### src/rtl/dsbpm_pkg.sv
// Shared types for the DSBPM datapath blocks.
// Holds the packer FSM encoding and the lane-index width helper.
package dsbpm_pkg;

  typedef enum logic {HUNT, COLLECT} packer_state_t;

  // Lane-index width: enough bits to address every lane, never fewer than one.
  function automatic int idx_width(input int n);
    return (n > 1) ? $clog2(n) : 1;
  endfunction

endpackage

### src/rtl/sample_packer.sv
// Serial-to-parallel framer: gathers NUM_INPUTS framed samples into one flat
// vector and strobes valid_out for a cycle when the frame is complete.
module sample_packer
  import dsbpm_pkg::*;
#(
  parameter int NUM_INPUTS = 10,
  parameter int DATA_WIDTH = 16
) (
  input  logic                             clk,
  input  logic                             rst,
  input  logic                             sample_valid,
  input  logic                             sample_first,
  input  logic [DATA_WIDTH-1:0]            sample_data,
  output logic                             valid_out,
  output logic [NUM_INPUTS*DATA_WIDTH-1:0] data_out,
  output logic                             frame_err,
  output logic                             in_sync
);

  localparam int                IDX_W    = idx_width(NUM_INPUTS);
  localparam logic [IDX_W-1:0]  LAST_IDX = IDX_W'(NUM_INPUTS - 1);

  typedef logic [NUM_INPUTS-1:0][DATA_WIDTH-1:0] frame_t;

  packer_state_t    state_q, state_d;
  logic [IDX_W-1:0] idx_q, idx_d;
  logic [IDX_W-1:0] wr_lane;
  logic             wr_en;
  logic             done_d, err_d;
  frame_t           asm_q, asm_d;
  frame_t           out_q;
  logic             valid_q, err_q, sync_q;

  // NOTE: every signal driven here gets a default first, so no path can infer a latch.
  always_comb begin
    state_d = state_q;
    idx_d   = idx_q;
    asm_d   = asm_q;
    wr_en   = 1'b0;
    wr_lane = '0;
    done_d  = 1'b0;
    err_d   = 1'b0;

    if (sample_valid) begin
      unique case (state_q)
        HUNT: begin
          if (sample_first) begin
            wr_en   = 1'b1;
            state_d = COLLECT;
          end
        end
        COLLECT: begin
          if (idx_q == '0) begin
            // At a frame boundary only a new frame start is legal.
            if (sample_first) begin
              wr_en = 1'b1;
            end else begin
              err_d   = 1'b1;
              state_d = HUNT;
            end
          end else begin
            wr_en = 1'b1;
            if (sample_first) begin
              err_d = 1'b1;   // early restart: the sample opens a fresh frame
            end else begin
              wr_lane = idx_q;
            end
          end
        end
        default: state_d = HUNT;
      endcase
    end

    if (wr_en) begin
      for (int i = 0; i < NUM_INPUTS; i++) begin
        if (wr_lane == IDX_W'(i)) asm_d[i] = sample_data;
      end
      if (wr_lane == LAST_IDX) begin
        done_d = 1'b1;
        idx_d  = '0;
      end else begin
        idx_d  = wr_lane + IDX_W'(1);
      end
    end
  end

  // NOTE: sequential state uses non-blocking assignments so all flops update together.
  always_ff @(posedge clk) begin
    if (!rst) begin
      state_q <= HUNT;
      idx_q   <= '0;
      valid_q <= 1'b0;
      err_q   <= 1'b0;
      sync_q  <= 1'b0;
      out_q   <= '0;
    end else begin
      state_q <= state_d;
      idx_q   <= idx_d;
      valid_q <= done_d;
      err_q   <= err_d;
      sync_q  <= (state_d == COLLECT);
      if (done_d) out_q <= asm_d;
    end
  end

  // NOTE: the assembly register is deliberately not reset; stale lanes are never
  // published because a frame is only copied out once every lane has been rewritten.
  always_ff @(posedge clk) begin
    asm_q <= asm_d;
  end

  assign valid_out = valid_q;
  assign frame_err = err_q;
  assign in_sync   = sync_q;
  assign data_out  = out_q;

endmodule

### config.mk
export PLATFORM = sky130hd
export DESIGN_NAME = sample_packer
export DESIGN_NICKNAME = d
export VERILOG_FILES = /design/src/rtl/dsbpm_pkg.sv /design/src/rtl/sample_packer.sv
export SDC_FILE = /design/constraint.sdc
export NUM_CORES = 1
export LEC_CHECK = 0
export ABC_AREA = 1
export CORE_AREA = 2 2 183 140
export CTS_CLUSTER_DIAMETER = 50
export DETAILED_ROUTE_END_ITERATION = 8
export DIE_AREA = 0 0 185 142
export GPL_TIMING_DRIVEN = 0
export PLACE_DENSITY = 0.78
export SLEW_MARGIN = 15
export SYNTH_ARGS = -nofsm -noshare
export SYNTH_HDL_FRONTEND = slang
export SYNTH_SLANG_ARGS = --single-unit
export TNS_END_PERCENT = 100
### constraint.sdc
create_clock -name clk -period 2.8 [get_ports clk]
set_input_delay 0.28 -clock clk [delete_from_list [all_inputs] [get_ports clk]]
set_output_delay 0.28 -clock clk [all_outputs]
set_load 0.1 [all_outputs]
# Word level (Yosys, flattened, before mapping)
# Index checks and enable logic that the tools add are counted.
# word_totals
reg_bits,327
latchBits,0
ramBits,0
rom_bits,0
input_bits,20
out_inout_bits,163
wordCells,62
n_memories,0
# classes
add_sub_neg,1
multipliers,0
div,0
order_cmp,0
eq_ne,9
shift,0
muxes,24
n_bitwise,1
n_reduce_logical,3
# ops
op,n
$mux W16,10
$mux W160,1
$mux W4,5
$eq A4 B3 Y1 const B,4
$eq A4 B2 Y1 const B,2
$eq A4 B4 Y1 const B,2
$logic_not A4 Y1,2
$mux W1,7
$add A4 B1 Y4 const B,1
$eq A4 B1 Y1 const B,1
$reduce_and A3 Y1,1
$pmux W1 S2,1
$not A1 Y1,1

# Logic depth before layout (Yosys ltp)
# Gate-level depths: netlist of run 1.
# logic_depth
word_depth,7
ltp_mapped,12
depth_no_buf,10

# Worst setup path before layout of run 1
# OpenSTA, ideal clock, no wires.
# synth_path
kind,reg-to-reg
startpoint,register in_sync (netlist name)
endpoint,register out_q (netlist bit data_out[128])
setup_ps,109
arrival_ps,2452
t_required_ps,2691
path_slack_ps,239
stages_incl_launch_ff,11
path_buffers,1
synth_period_minus_slack_ps,2561
path_cell_list,dfxtp_1 > nand2_1 > inv_2 > nand3_2 > nor2_4 > nand2_4 > inv_2 > clkbuf_1 > nand3_1 > nand2_1 > inv_1
# synth_lines
item,line_no,source
"end signal, assigned",sample_packer.sv:102,if (done_d) out_q <= asm_d;
"end, declared",sample_packer.sv:31,frame_t out_q;

# Worst setup path after layout of run 1
# layout_path
startpoint,register idx_q[3]
endpoint,register out_q (netlist bit data_out[67])
# layout_between
elab_chain_cells,7
word_cells_on_any_way,14
classes_between,eq/ne (2); mux (11); reduce/logical (1)
# layout_rtl
item,line_no,source
"start, declared",sample_packer.sv:26,"logic [IDX_W-1:0] idx_q, idx_d;"
"start signal, assigned",sample_packer.sv:98,idx_q <= idx_d;
$logic_not A4 Y1 / $mux W4 (equally long branches),"sample_packer.sv:53, sample_packer.sv:63",
$mux W4,sample_packer.sv:53,if (idx_q == '0) begin
$mux W4,sample_packer.sv:45,unique case (state_q)
$mux W4,sample_packer.sv:44,if (sample_valid) begin
$eq A4 B3 Y1 / $eq A4 B4 Y1 (equally long branches),"sample_packer.sv:76, sample_packer.sv:78",
$mux W16 / $mux W1 (equally long branches),"sample_packer.sv:76, sample_packer.sv:78",
$mux W160 / $mux W1 (equally long branches),sample_packer.sv:74,if (wr_en) begin
# Parallel ways exist; a longest one is shown, timed or not.
# A chain may end at the register's enable or synchronous reset.

==> summary.txt, run 1 <==
Outcome
  – Outcome: finished, final reports clean

Timing
  – RSZ-0062 raised after global routing: false
  – Setup total negative slack: 0 ps
  – Slew of the pin with the lowest slew margin: 1240 ps
  – Fmax: 388 MHz
  – Hold slack: 295 ps
  – Final Cycle Share: 92.0%
  – Finish-stage setup viols: 0
  – Slew HR: 17.0%
  – Min cycle time layout: 2570 ps
  – Final Slew Violations: 0
  – Clock skew: 11.2 ps
  – Final hold violations: 0

Final layout
  – Most common cell after layout, fill and taps aside: nand2_1
  – Diode count: 0
  – Share of cells above drive strength 1: 5.72%
  – Synth-to-layout area growth: 25.4%
  – Final non-filler cell area: 15200 um^2
  – Most frequent cells in the layout: 485 x nand2_1, 311 x dfxtp_1, 295 x nand3_1
  – # nets final: 1907
  – Final core occ: 62.0%

Clock network
  – CTS resizes: 0
  – Post-CTS Hold Fix Bufs: 0
  – Maximum clock path buffer count: 3
  – Clk slew on worst S/H paths: 70 ps
  – Setup Fix Bufs, Post-CTS: 0
  – TritonCTS Sinks: 311
  – Cts bufs inserted: 30
  – Root Driver: clkbuf_16
  – Clk Latency, worst-skew pair: 550 ps
  – H-tree depth: 1
  – TritonCTS clock tree: done

Critical path
  – Crit Path Class: flop to flop
  – Worst-path fanout max: 10
  – Critical path data arrival time: 3030 ps
  – Crit. Startpoint: idx_q[3]
  – Worst path required time: 3250 ps
  – Worst r2r src: idx_q[3]
  – Worst setup EP type: flop
  – Kind of start point of the critical path: flop

Floorplanning
  – DIE WIDTH: 185 um
  – Die Y: 142 um
  – I/O pin count: 183
  – DIE AREA: 26300 um^2
  – Core area: 24500 um^2
  – Starting Density: 49.4%
  – FP Rows: 50

Logic synthesis
  – Syn Inst Count: 1688
  – Synth unique cells: 23
  – Register area share after synthesis: 51.4%
  – Yosys reg bits: 311
  – Warnings from Yosys: 0
  – Syn nets: 1709
  – Cell area after synthesis: 12100 um^2
  – Syn_area_per_cell: 7.18 um^2

Global routing
  – First-pass GRT wire length: 54.8 mm
  – All-Layer GR Usage: 26.7%
  – Largest net degree at the start of global routing: 15
  – Initial antenna violation count: 1
  – Total gr overflow: 0
  – Vias in the first global route: 10.4k

Route
  – Per-cell routed wire length: 15.6 um
  – Vias/cell: 5.03
  – Number of nets with antenna violations after routing: 0
  – Router iterations before antenna repair: 5
  – # DRC: 0
  – Vias: 11.3k
  – Routed WL: 35.0 mm
  – DRT iter0 DRCs: 1093

Worst hold path
  – HP Start: sample_data[15]
  – Hold Path Class: input pin to flop

Placement
  – PortBufs: 166
  – DP Wirelength: 23.7 mm
  – Placed cell areas: 14200 um^2
  – Routability cong.: 0.849

Power
  – Power Density: 588 nW/um^2
  – Peak VDD IR: 456 uV
  – Leak: 0.00706 uW
  – Pwr Total: 8930 uW

Job
  – MaxCap Viol Count: 0
[cell families after synthesis]
group | after synthesis | synth area share [%]
adder cells (fa/ha/maj) | 1 | 0.103
AND/OR/NAND/NOR | 799 | 28.2
flip-flops | 311 | 51.4
AO/OA/AOI/OAI | 172 | 7.15
buffers and inverters | 405 | 13.2
[path summary, 6_finish.rpt]
kind	end	slack, ps	cells past startpoint
worst max-delay path	data_out[67]	230	11
worst min-delay path	data_out[159]	300	3
worst max register to register	data_out[67]	230	11
worst min register to register	asm_q[98]	440	2
[flip-flops by register name, summed over array words and instances, names as in the netlist]
name,count
valid_out,1
frame_err,1
idx_q,4
in_sync,1
asm_q,144
data_out,160
[cells in the mapped netlist]
library cell,instances,area [um^2]
nand2_1,485,1820
dfxtp_1,311,6230
nand3_1,295,1480
inv_1,294,1100
a21oi_1,166,831
buf_2,48,240
clkbuf_1,47,176
nor2_1,10,37.5
buf_1,9,33.8
o21ai_0,4,20.0
buf_4,3,22.5
inv_2,3,11.3
nor2_2,2,12.5
o211ai_1,2,15.0
buf_6,1,11.3
ha_1,1,12.5
nand2_4,1,11.3
nand3_2,1,10.0
nand4_1,1,6.26
nor2_4,1,11.3
nor3_1,1,5.00
nor3_4,1,16.3
nor4_1,1,6.26
[layout make-up]
class	instances	area, um^2
Clock inverter	10	104
Sequential cell	311	6230
Buffer	108	484
Multi-Input combinational cell	972	4290
Tap cell	338	423
Inverter	297	1110
Clock buffer	43	891
Fill cell	2212	9330
Timing Repair Buffer	166	1660
[routing by layer]
layer | GRT usage, % | share of wire [%] | vias up
li1 | - | - | 5606
met1 | 36.7 | 44 | 5174
met2 | 42.3 | 44 | 443
met3 | 4.99 | 8.3 | 74
met4 | 9.06 | 3.3 | 0
met5 | 0 | 0 | -
[critical path, stage by stage (launching register included)]
cell and delay [ps]:
dfxtp_1 370, nor4_1 300, ha_1 190, nand2_1 70, nand2_1 290, nor2_4 140
nand2_4 160, buf_2 360, buf_2 310, a21oi_1 110, nand2_1 120, inv_1 50
[stage by stage]
| stage | cells | setup slack, ps |
|---|---|---|
| final | 2245 | 225 |
| after global placement | 2192 | -109 |
| after global routing | 2245 | 82.7 |
| after detailed placement | 2192 | -125 |
| after floorplan | 1688 | 239 |
| after CTS | 2245 | 248 |
[report_power, final]
part | total, uW | internal (uW) | switching, uW
clock | 4070 | 2380 | 1690
sequential | 4540 | 4510 | 29.0
combinational | 318 | 66.8 | 251
total | 8930 | 6960 | 1970
No activity file was read; power rests on OpenSTA's default activity.
==> inputs of run 2 (changes only) <==
==> constraint.sdc (replaced) <==
create_clock -name clk -period 3 [get_ports clk]
set_input_delay 0.3 -clock clk [delete_from_list [all_inputs] [get_ports clk]]
set_output_delay 0.3 -clock clk [all_outputs]
set_load 0.1 [all_outputs]
==> results of run 2 <==
Same layout as run 1 (identical final DEF). Status: finished, final reports clean.
Among the figures that moved: setup slack after placement -125 ps -> 55.1 ps; setup slack after layout 225 ps -> 425 ps; hold slack 295 ps -> 315 ps; register-to-register setup slack 230 ps -> 430 ps; total power 8930 uW -> 8330 uW; worst IR drop on VDD 456 uV -> 425 uV
==> inputs of run 3 (changes only) <==
--- a/config.mk
+++ b/config.mk
@@ -16,4 +16,4 @@
 export SYNTH_ARGS = -nofsm -noshare
 export SYNTH_HDL_FRONTEND = slang
 export SYNTH_SLANG_ARGS = --single-unit
-export TNS_END_PERCENT = 100
+export TNS_END_PERCENT = 5
==> results of run 3 <==
Same layout as run 1 (identical final DEF). Status: finished, final reports clean.
Among the figures that moved: setup slack after placement -125 ps -> 55.1 ps; setup slack after layout 225 ps -> 425 ps; hold slack 295 ps -> 315 ps; register-to-register setup slack 230 ps -> 430 ps; total power 8930 uW -> 8330 uW; worst IR drop on VDD 456 uV -> 425 uV
